[src/rtl/arb_req_pkg.sv]
// Shared defaults, types and helpers for the arbiter request queue.
package arb_req_pkg;

  localparam int DEF_NUM_REQ = 4;
  localparam int DEF_DATA_W  = 8;
  localparam int SRC_W       = $clog2(DEF_NUM_REQ);

  typedef logic [DEF_DATA_W-1:0] payload_t;
  typedef logic [SRC_W-1:0]      src_t;

  // True when v has no bits set or exactly one bit set.
  function automatic logic onehot0(input logic [31:0] v);
    return (v & (v - 32'd1)) == '0;
  endfunction

endpackage

[src/rtl/req_fifo.sv]
// Single-client synchronous FIFO; a pop on a full FIFO frees the slot for a same-cycle push.
module req_fifo #(
  parameter int DATA_W = 8,
  parameter int DEPTH  = 4
) (
  input  logic                       clk,
  input  logic                       reset,
  input  logic                       push,
  input  logic                       pop,
  input  logic [DATA_W-1:0]          wdata,
  output logic [DATA_W-1:0]          rdata,
  output logic [$clog2(DEPTH):0]     count,
  output logic                       empty,
  output logic                       full
);

  localparam int AW = $clog2(DEPTH);
  localparam int CW = AW + 1;

  logic [DATA_W-1:0] mem [DEPTH];
  logic [AW-1:0]     wr_ptr;
  logic [AW-1:0]     rd_ptr;
  logic              do_push;
  logic              do_pop;

  assign empty   = (count == '0);
  assign full    = (count == CW'(DEPTH));
  assign do_pop  = pop & ~empty;
  assign do_push = push & (~full | do_pop);
  assign rdata   = mem[rd_ptr];

  always_ff @(posedge clk) begin
    if (do_push) begin
      mem[wr_ptr] <= wdata;
    end
  end

  always_ff @(posedge clk) begin
    if (!reset) begin
      wr_ptr <= '0;
      rd_ptr <= '0;
      count  <= '0;
    end else begin
      if (do_push) begin
        wr_ptr <= wr_ptr + AW'(1);
      end
      if (do_pop) begin
        rd_ptr <= rd_ptr + AW'(1);
      end
      case ({do_push, do_pop})
        2'b10:   count <= count + CW'(1);
        2'b01:   count <= count - CW'(1);
        default: count <= count;
      endcase
    end
  end

endmodule

[src/rtl/arb_req_queue.sv]
// Requester front end for the round-robin arbiter: per-client FIFOs, grant check,
// pop steering and a registered shared output tagged with the source index.
module arb_req_queue
  import arb_req_pkg::*;
#(
  parameter int NUM_REQ = DEF_NUM_REQ,
  parameter int DATA_W  = DEF_DATA_W,
  parameter int DEPTH   = 4
) (
  input  logic                        clk,
  input  logic                        reset,
  input  logic [NUM_REQ-1:0]          push_i,
  input  logic [NUM_REQ*DATA_W-1:0]   push_data_i,
  output logic [NUM_REQ-1:0]          full_o,
  output logic [NUM_REQ-1:0]          req_o,
  input  logic [NUM_REQ-1:0]          gnt_i,
  output logic                        out_valid_o,
  output logic [DATA_W-1:0]           out_data_o,
  output logic [$clog2(NUM_REQ)-1:0]  out_src_o,
  output logic                        err_o
);

  localparam int SW = $clog2(NUM_REQ);
  localparam int CW = $clog2(DEPTH) + 1;

  logic [NUM_REQ-1:0] empty;
  logic [NUM_REQ-1:0] full;
  logic [NUM_REQ-1:0] pop;
  logic [CW-1:0]      count [NUM_REQ];
  logic [DATA_W-1:0]  rdata [NUM_REQ];
  logic               grant_ok;
  logic               grant_bad;
  logic [DATA_W-1:0]  sel_data;
  logic [SW-1:0]      sel_src;

  for (genvar g = 0; g < NUM_REQ; g++) begin : g_fifo
    req_fifo #(
      .DATA_W (DATA_W),
      .DEPTH  (DEPTH)
    ) u_fifo (
      .clk   (clk),
      .reset (reset),
      .push  (push_i[g]),
      .pop   (pop[g]),
      .wdata (push_data_i[g*DATA_W +: DATA_W]),
      .rdata (rdata[g]),
      .count (count[g]),
      .empty (empty[g]),
      .full  (full[g])
    );
  end

  always_comb begin
    req_o = '0;
    for (int unsigned i = 0; i < NUM_REQ; i++) begin
      req_o[i] = (count[i] != '0);
    end
  end

  assign full_o = full;

  // A grant is honoured only if it is one-hot and lands on a non-empty FIFO.
  assign grant_ok  = (gnt_i != '0) && onehot0(32'(gnt_i)) && ((gnt_i & empty) == '0);
  assign grant_bad = (gnt_i != '0) && !grant_ok;
  assign pop       = grant_ok ? gnt_i : '0;

  always_comb begin
    sel_data = '0;
    sel_src  = '0;
    for (int unsigned i = 0; i < NUM_REQ; i++) begin
      if (gnt_i[i]) begin
        sel_data = rdata[i];
        sel_src  = SW'(i);
      end
    end
  end

  always_ff @(posedge clk) begin
    if (!reset) begin
      out_valid_o <= 1'b0;
      out_data_o  <= '0;
      out_src_o   <= '0;
      err_o       <= 1'b0;
    end else begin
      out_valid_o <= grant_ok;
      if (grant_ok) begin
        out_data_o <= sel_data;
        out_src_o  <= sel_src;
      end
      if (grant_bad) begin
        err_o <= 1'b1;
      end
    end
  end

endmodule

[config.mk]
export PLATFORM = sky130hd
export DESIGN_NAME = arb_req_queue
export DESIGN_NICKNAME = d
export VERILOG_FILES = /design/src/rtl/arb_req_pkg.sv /design/src/rtl/req_fifo.sv /design/src/rtl/arb_req_queue.sv
export SDC_FILE = /design/constraint.sdc
export NUM_CORES = 1
export LEC_CHECK = 0
export ABC_CLOCK_PERIOD_IN_PS = 8600
export CELL_PAD_IN_SITES_DETAIL_PLACEMENT = 0
export CELL_PAD_IN_SITES_GLOBAL_PLACEMENT = 1
export CORE_MARGIN = 2
export CORE_UTILIZATION = 39
export DETAILED_ROUTE_END_ITERATION = 6
export GPL_ROUTABILITY_DRIVEN = 0
export PLACE_DENSITY = 0.78
export SYNTH_ARGS = -nofsm -noshare
export SYNTH_HDL_FRONTEND = slang
export SYNTH_HIERARCHICAL = 1
export SYNTH_SLANG_ARGS = --single-unit
[constraint.sdc]
create_clock -name clk -period 8.6 [get_ports clk]
set_input_delay 1.29 -clock clk [delete_from_list [all_inputs] [get_ports clk]]
set_output_delay 1.29 -clock clk [all_outputs]
set_load 0.05 [all_outputs]
==> summary.md <==
• finished clean — run status
• 2 — Clock Tree Buf Depth
• 128 — number of flops mapped to enable cells by yosys
• 0.43 ns — insertion delay to the later sink of the worst-skew pair
• input port to flip-flop — category of the most critical setup path
• 10.65% — multiplexer share of the synthesized area
• 2492 um^2 — area of the multi-input gates
• 5.017 — via-per-instance ratio
• 4.058 ns — shortest clock period the worst path allows after layout
• 14,540 um — post-detailed-routing wire length
• 176 — clock net sink count
• 265 — starting DRC count in detailed routing
• 15.41 um^2 — Synth Area per Inst
• 4,119 — total number of vias
• 4.059% — Post-Synth Adder-Cell Area
• 20,410 um^2 — Die Footprint
• 0 — DRC violations left
• 15.12% — gr usage total
• 60.26% — relative slew slack
• 3 — worst path bufs/invs
• 4 — H-tree depth
• 18.50% — Area growth, synth to finish
• sky130_fd_sc_hd__inv_1 — critical path's most frequent cell
• 0.007925 ns — Clock Skews
• 9 — maximum net fanout on the critical path
• 44 — largest net degree at the start of global routing
• 0 — max-cap viol count
• 61 — port buffer count
• 0% — Async SR Flop Fraction
• flip-flop to flip-flop — Min-Delay Path Class
• 17.71 um — Avg WL per Cell
• 612 — NumNets Final
• 176 — number of synthesized register bits
• 0.002953 uW — standby leakage power
• clkdlybuf4s50_1 > or3_4 > nor3b_4 > inv_1 > nor2_1 > ha_1 > inv_1 > fa_1 > xor2_1 > or3_1 > a21boi_0 — cells along the critical path
• 142.9 um — Die Y
• 0 ns — sum of negative setup slack
• 15.86% — share of layout cells above drive strength 1
• 0 — residual overflow from global routing
• 10,410 um — total half-perimeter wirelength after legalization and detailed placement
• 47.19% — part of the cycle the worst path needs
• 0.58 ns — Critical Path Max Stage Delay
• 211.7 nW/um^2 — power density over the cells
• 1,615 — fill cell count
• 50 — placement row count
• 6 — warnings from Yosys
• 56 — Distinct cells, synth
• 47.34% — final core utilization
• false — setup repair after global routing missed its margin
• 7522 um^2 — synthesized cell area
• 8.95 ns — critical path data required time
• 488 — number of instances in the synthesized netlist
• 0 — final count of pins violating max slew
• 9.697% — area share of and/or/nand/nor cells after synthesis
• 0.5929 ns — actual transition at the worst max-transition pin
• 4,251 — via count of the first global-routing pass
• 0 — total count of hold-check failures in the final report
• 63.87% — part of the Yosys area used for sequential elements
• 246.4 MHz — Fmax
• 17 — number of clock buffers inserted by TritonCTS
• 39.95% — effective utilization at floorplan
• 4 — length of the first detailed-routing pass in iterations
• sky130_fd_sc_hd__clkdlybuf4s50_1 — cell at the slowest stage of the critical path
• 0.07 ns — Reg clk slew, reported paths
• 0 — post_cts resized
• 0 — number of antenna violations at the first check in global routing
• 142.9 um — Die Span X
• 4.41 ns — data arrival at the endpoint of the critical path
• 0 — number of nets with antenna violations after detailed routing
• input port — startpoint type of the worst setup path
• multiplexers — main combinational cell family by area after synthesis
• 0 — number of setup buffers added after CTS
• 552 — Mapped Nets
• 22,850 um — global-route wire length before repair
• 0.1348 mV — Max rail drop VDD
• 62 — I/O pin count
• sky130_fd_sc_hd__clkbuf_16 — clock root buffer
• 1.630% — xor/xnor share of the synthesized area
• 18,830 um^2 — core footprint
• simple AND/OR/NAND/NOR gates — category of cells accounting for the largest share of critical-path delay
• 4805 um^2 — flip-flop and latch area
• 7.102% — complex-gate fraction of the synthesized area
• 0 — CTS Hold Buffers Added
• sky130_fd_sc_hd__edfxtp_1 — primary flip-flop cell chosen by synthesis mapping
• flip-flop — element type at the critical path end
• 0 — antenna fix cells
• 0 — Setup violations, final
• done — TritonCTS clock tree
[state kept, by name, summed over array words and instances (netlist names), named ones only]
name / count
err_o: 1
g_fifo.u_fifo/count: 12
g_fifo.u_fifo/mem: 128
g_fifo.u_fifo/rd_ptr: 8
g_fifo.u_fifo/wr_ptr: 8
out_data_o: 8
out_src_o: 2
out_valid_o: 1
[per-stage QoR]
step / setup slack (ns) / cells / power, uW / cell area [um^2] / hold slack, ns
after global placement: 4.251 / 789 / 1173 / 8342 / 0.4656
after detailed placement: 4.154 / 789 / 1182 / 8342 / 0.4792
after global routing: 4.278 / 821 / 1956 / 8914 / 0.5206
final: 4.542 / 821 / 1887 / 8914 / 0.4945
after CTS: 4.590 / 821 / 1905 / 8914 / 0.4891
after floorplan: 4.951 / 488 / 1106 / 7522 / 0.4559
[synth_stat cells, types with 3 or more instances]
master | number | area share [%]
sky130_fd_sc_hd__edfxtp_1 | 128 | 51
sky130_fd_sc_hd__dfxtp_1 | 48 | 13
sky130_fd_sc_hd__and2_1 | 32 | 2.7
sky130_fd_sc_hd__mux4_2 | 32 | 9.6
sky130_fd_sc_hd__nand2_1 | 29 | 1.4
sky130_fd_sc_hd__inv_1 | 27 | 1.3
sky130_fd_sc_hd__ha_1 | 18 | 3.0
sky130_fd_sc_hd__o21ai_0 | 17 | 1.1
sky130_fd_sc_hd__or3_1 | 15 | 1.2
sky130_fd_sc_hd__nor2_1 | 13 | 0.65
sky130_fd_sc_hd__mux2i_1 | 8 | 1.1
sky130_fd_sc_hd__o2bb2ai_1 | 8 | 0.93
sky130_fd_sc_hd__xor2_1 | 8 | 0.93
sky130_fd_sc_hd__a221oi_1 | 7 | 0.82
sky130_fd_sc_hd__o22ai_1 | 7 | 0.58
sky130_fd_sc_hd__buf_2 | 6 | 0.40
sky130_fd_sc_hd__xnor2_1 | 6 | 0.70
sky130_fd_sc_hd__buf_1 | 5 | 0.25
sky130_fd_sc_hd__buf_6 | 4 | 0.60
sky130_fd_sc_hd__fa_1 | 4 | 1.1
sky130_fd_sc_hd__nand2b_1 | 4 | 0.33
sky130_fd_sc_hd__nor3_1 | 4 | 0.27
sky130_fd_sc_hd__clkbuf_2 | 3 | 0.20
sky130_fd_sc_hd__nor2b_1 | 3 | 0.25
sky130_fd_sc_hd__o21a_1 | 3 | 0.30
[kinds of logic after synthesis]
| family | after synthesis |
|---|---|
| flops | 176 |
| simple gates | 122 |
| compound gates | 66 |
| buf+inv | 48 |
| mux | 40 |
| fa+ha+maj | 22 |
| xor+xnor | 14 |
[power by group]
group          switching (uW)  leakage, uW  total [uW]  internal [uW]
sequential               21.2      0.00157         974            953
combinational             110      0.00111         187           76.9
clock                     342     0.000273         725            383
total                     474      0.00295        1890           1410
[per-layer routing]
layer	global-route usage, %	wire [um]
met5	0	0
met4	5.419	250
met3	3.454	531
met2	24.77	7283
met1	19.84	6479
[layout make-up]
class                           instances  share of cell area (%)
Sequential cell                       176                   53.90
Clock inverter                         15                   1.642
Timing Repair Buffer                   62                   6.934
Inverter                               27                   1.137
Tap cell                              260                   3.650
Clock buffer                           17                   4.773
Multi-Input combinational cell        264                   27.96
[cells in the final DEF, fill, tap and decap left out, drive strengths merged, types with 4 or more instances in the layout]
cell,Yosys,final
a21boi,6,6
a21oi,4,4
a221oi,8,8
and2,32,32
clkbuf,5,17
clkdlybuf4s50,0,61
clkinv,0,6
dfxtp,48,48
edfxtp,128,128
fa,4,4
ha,18,18
inv,27,34
mux2i,8,8
mux4,32,32
nand2,29,29
nand2b,4,4
nor2,13,13
nor2b,5,5
nor3,6,6
o21ai,17,17
o22ai,7,7
o2bb2ai,8,8
or3,16,16
xnor2,6,6
xor2,8,8
[worst register-to-register path, cell delays in order, from the launching register on]
cell                       delay [ns]
sky130_fd_sc_hd__dfxtp_1         0.52
sky130_fd_sc_hd__nor3_1          0.10
sky130_fd_sc_hd__or2b_2          0.34
sky130_fd_sc_hd__a21oi_4         0.23
sky130_fd_sc_hd__and3_1          0.31
sky130_fd_sc_hd__o31a_1          0.30
sky130_fd_sc_hd__or2b_1          0.27
sky130_fd_sc_hd__fa_1            0.38
sky130_fd_sc_hd__nand2b_1        0.16
sky130_fd_sc_hd__o31ai_2         0.21
sky130_fd_sc_hd__mux2i_1         0.21
[worst paths after layout]
| path | slack, ns | end | startpoint | cells past startpoint |
|---|---|---|---|---|
| worst min register to register | 0.49 | err_o$_SDFFE_PN0P_ | err_o$_SDFFE_PN0P_ | 2 |
| worst max-delay path | 4.54 | g_fifo[1].u_fifo/count[2]$_SDFFE_PN0P_ | gnt_i[3] | 11 |
| worst max register to register | 5.51 | g_fifo[0].u_fifo/count[2]$_SDFFE_PN0P_ | g_fifo[0].u_fifo/count[0]$_SDFFE_PN0P_ | 10 |
| worst min-delay path | 0.49 | err_o$_SDFFE_PN0P_ | err_o$_SDFFE_PN0P_ | 2 |
Power figures use the tool's default switching activity.
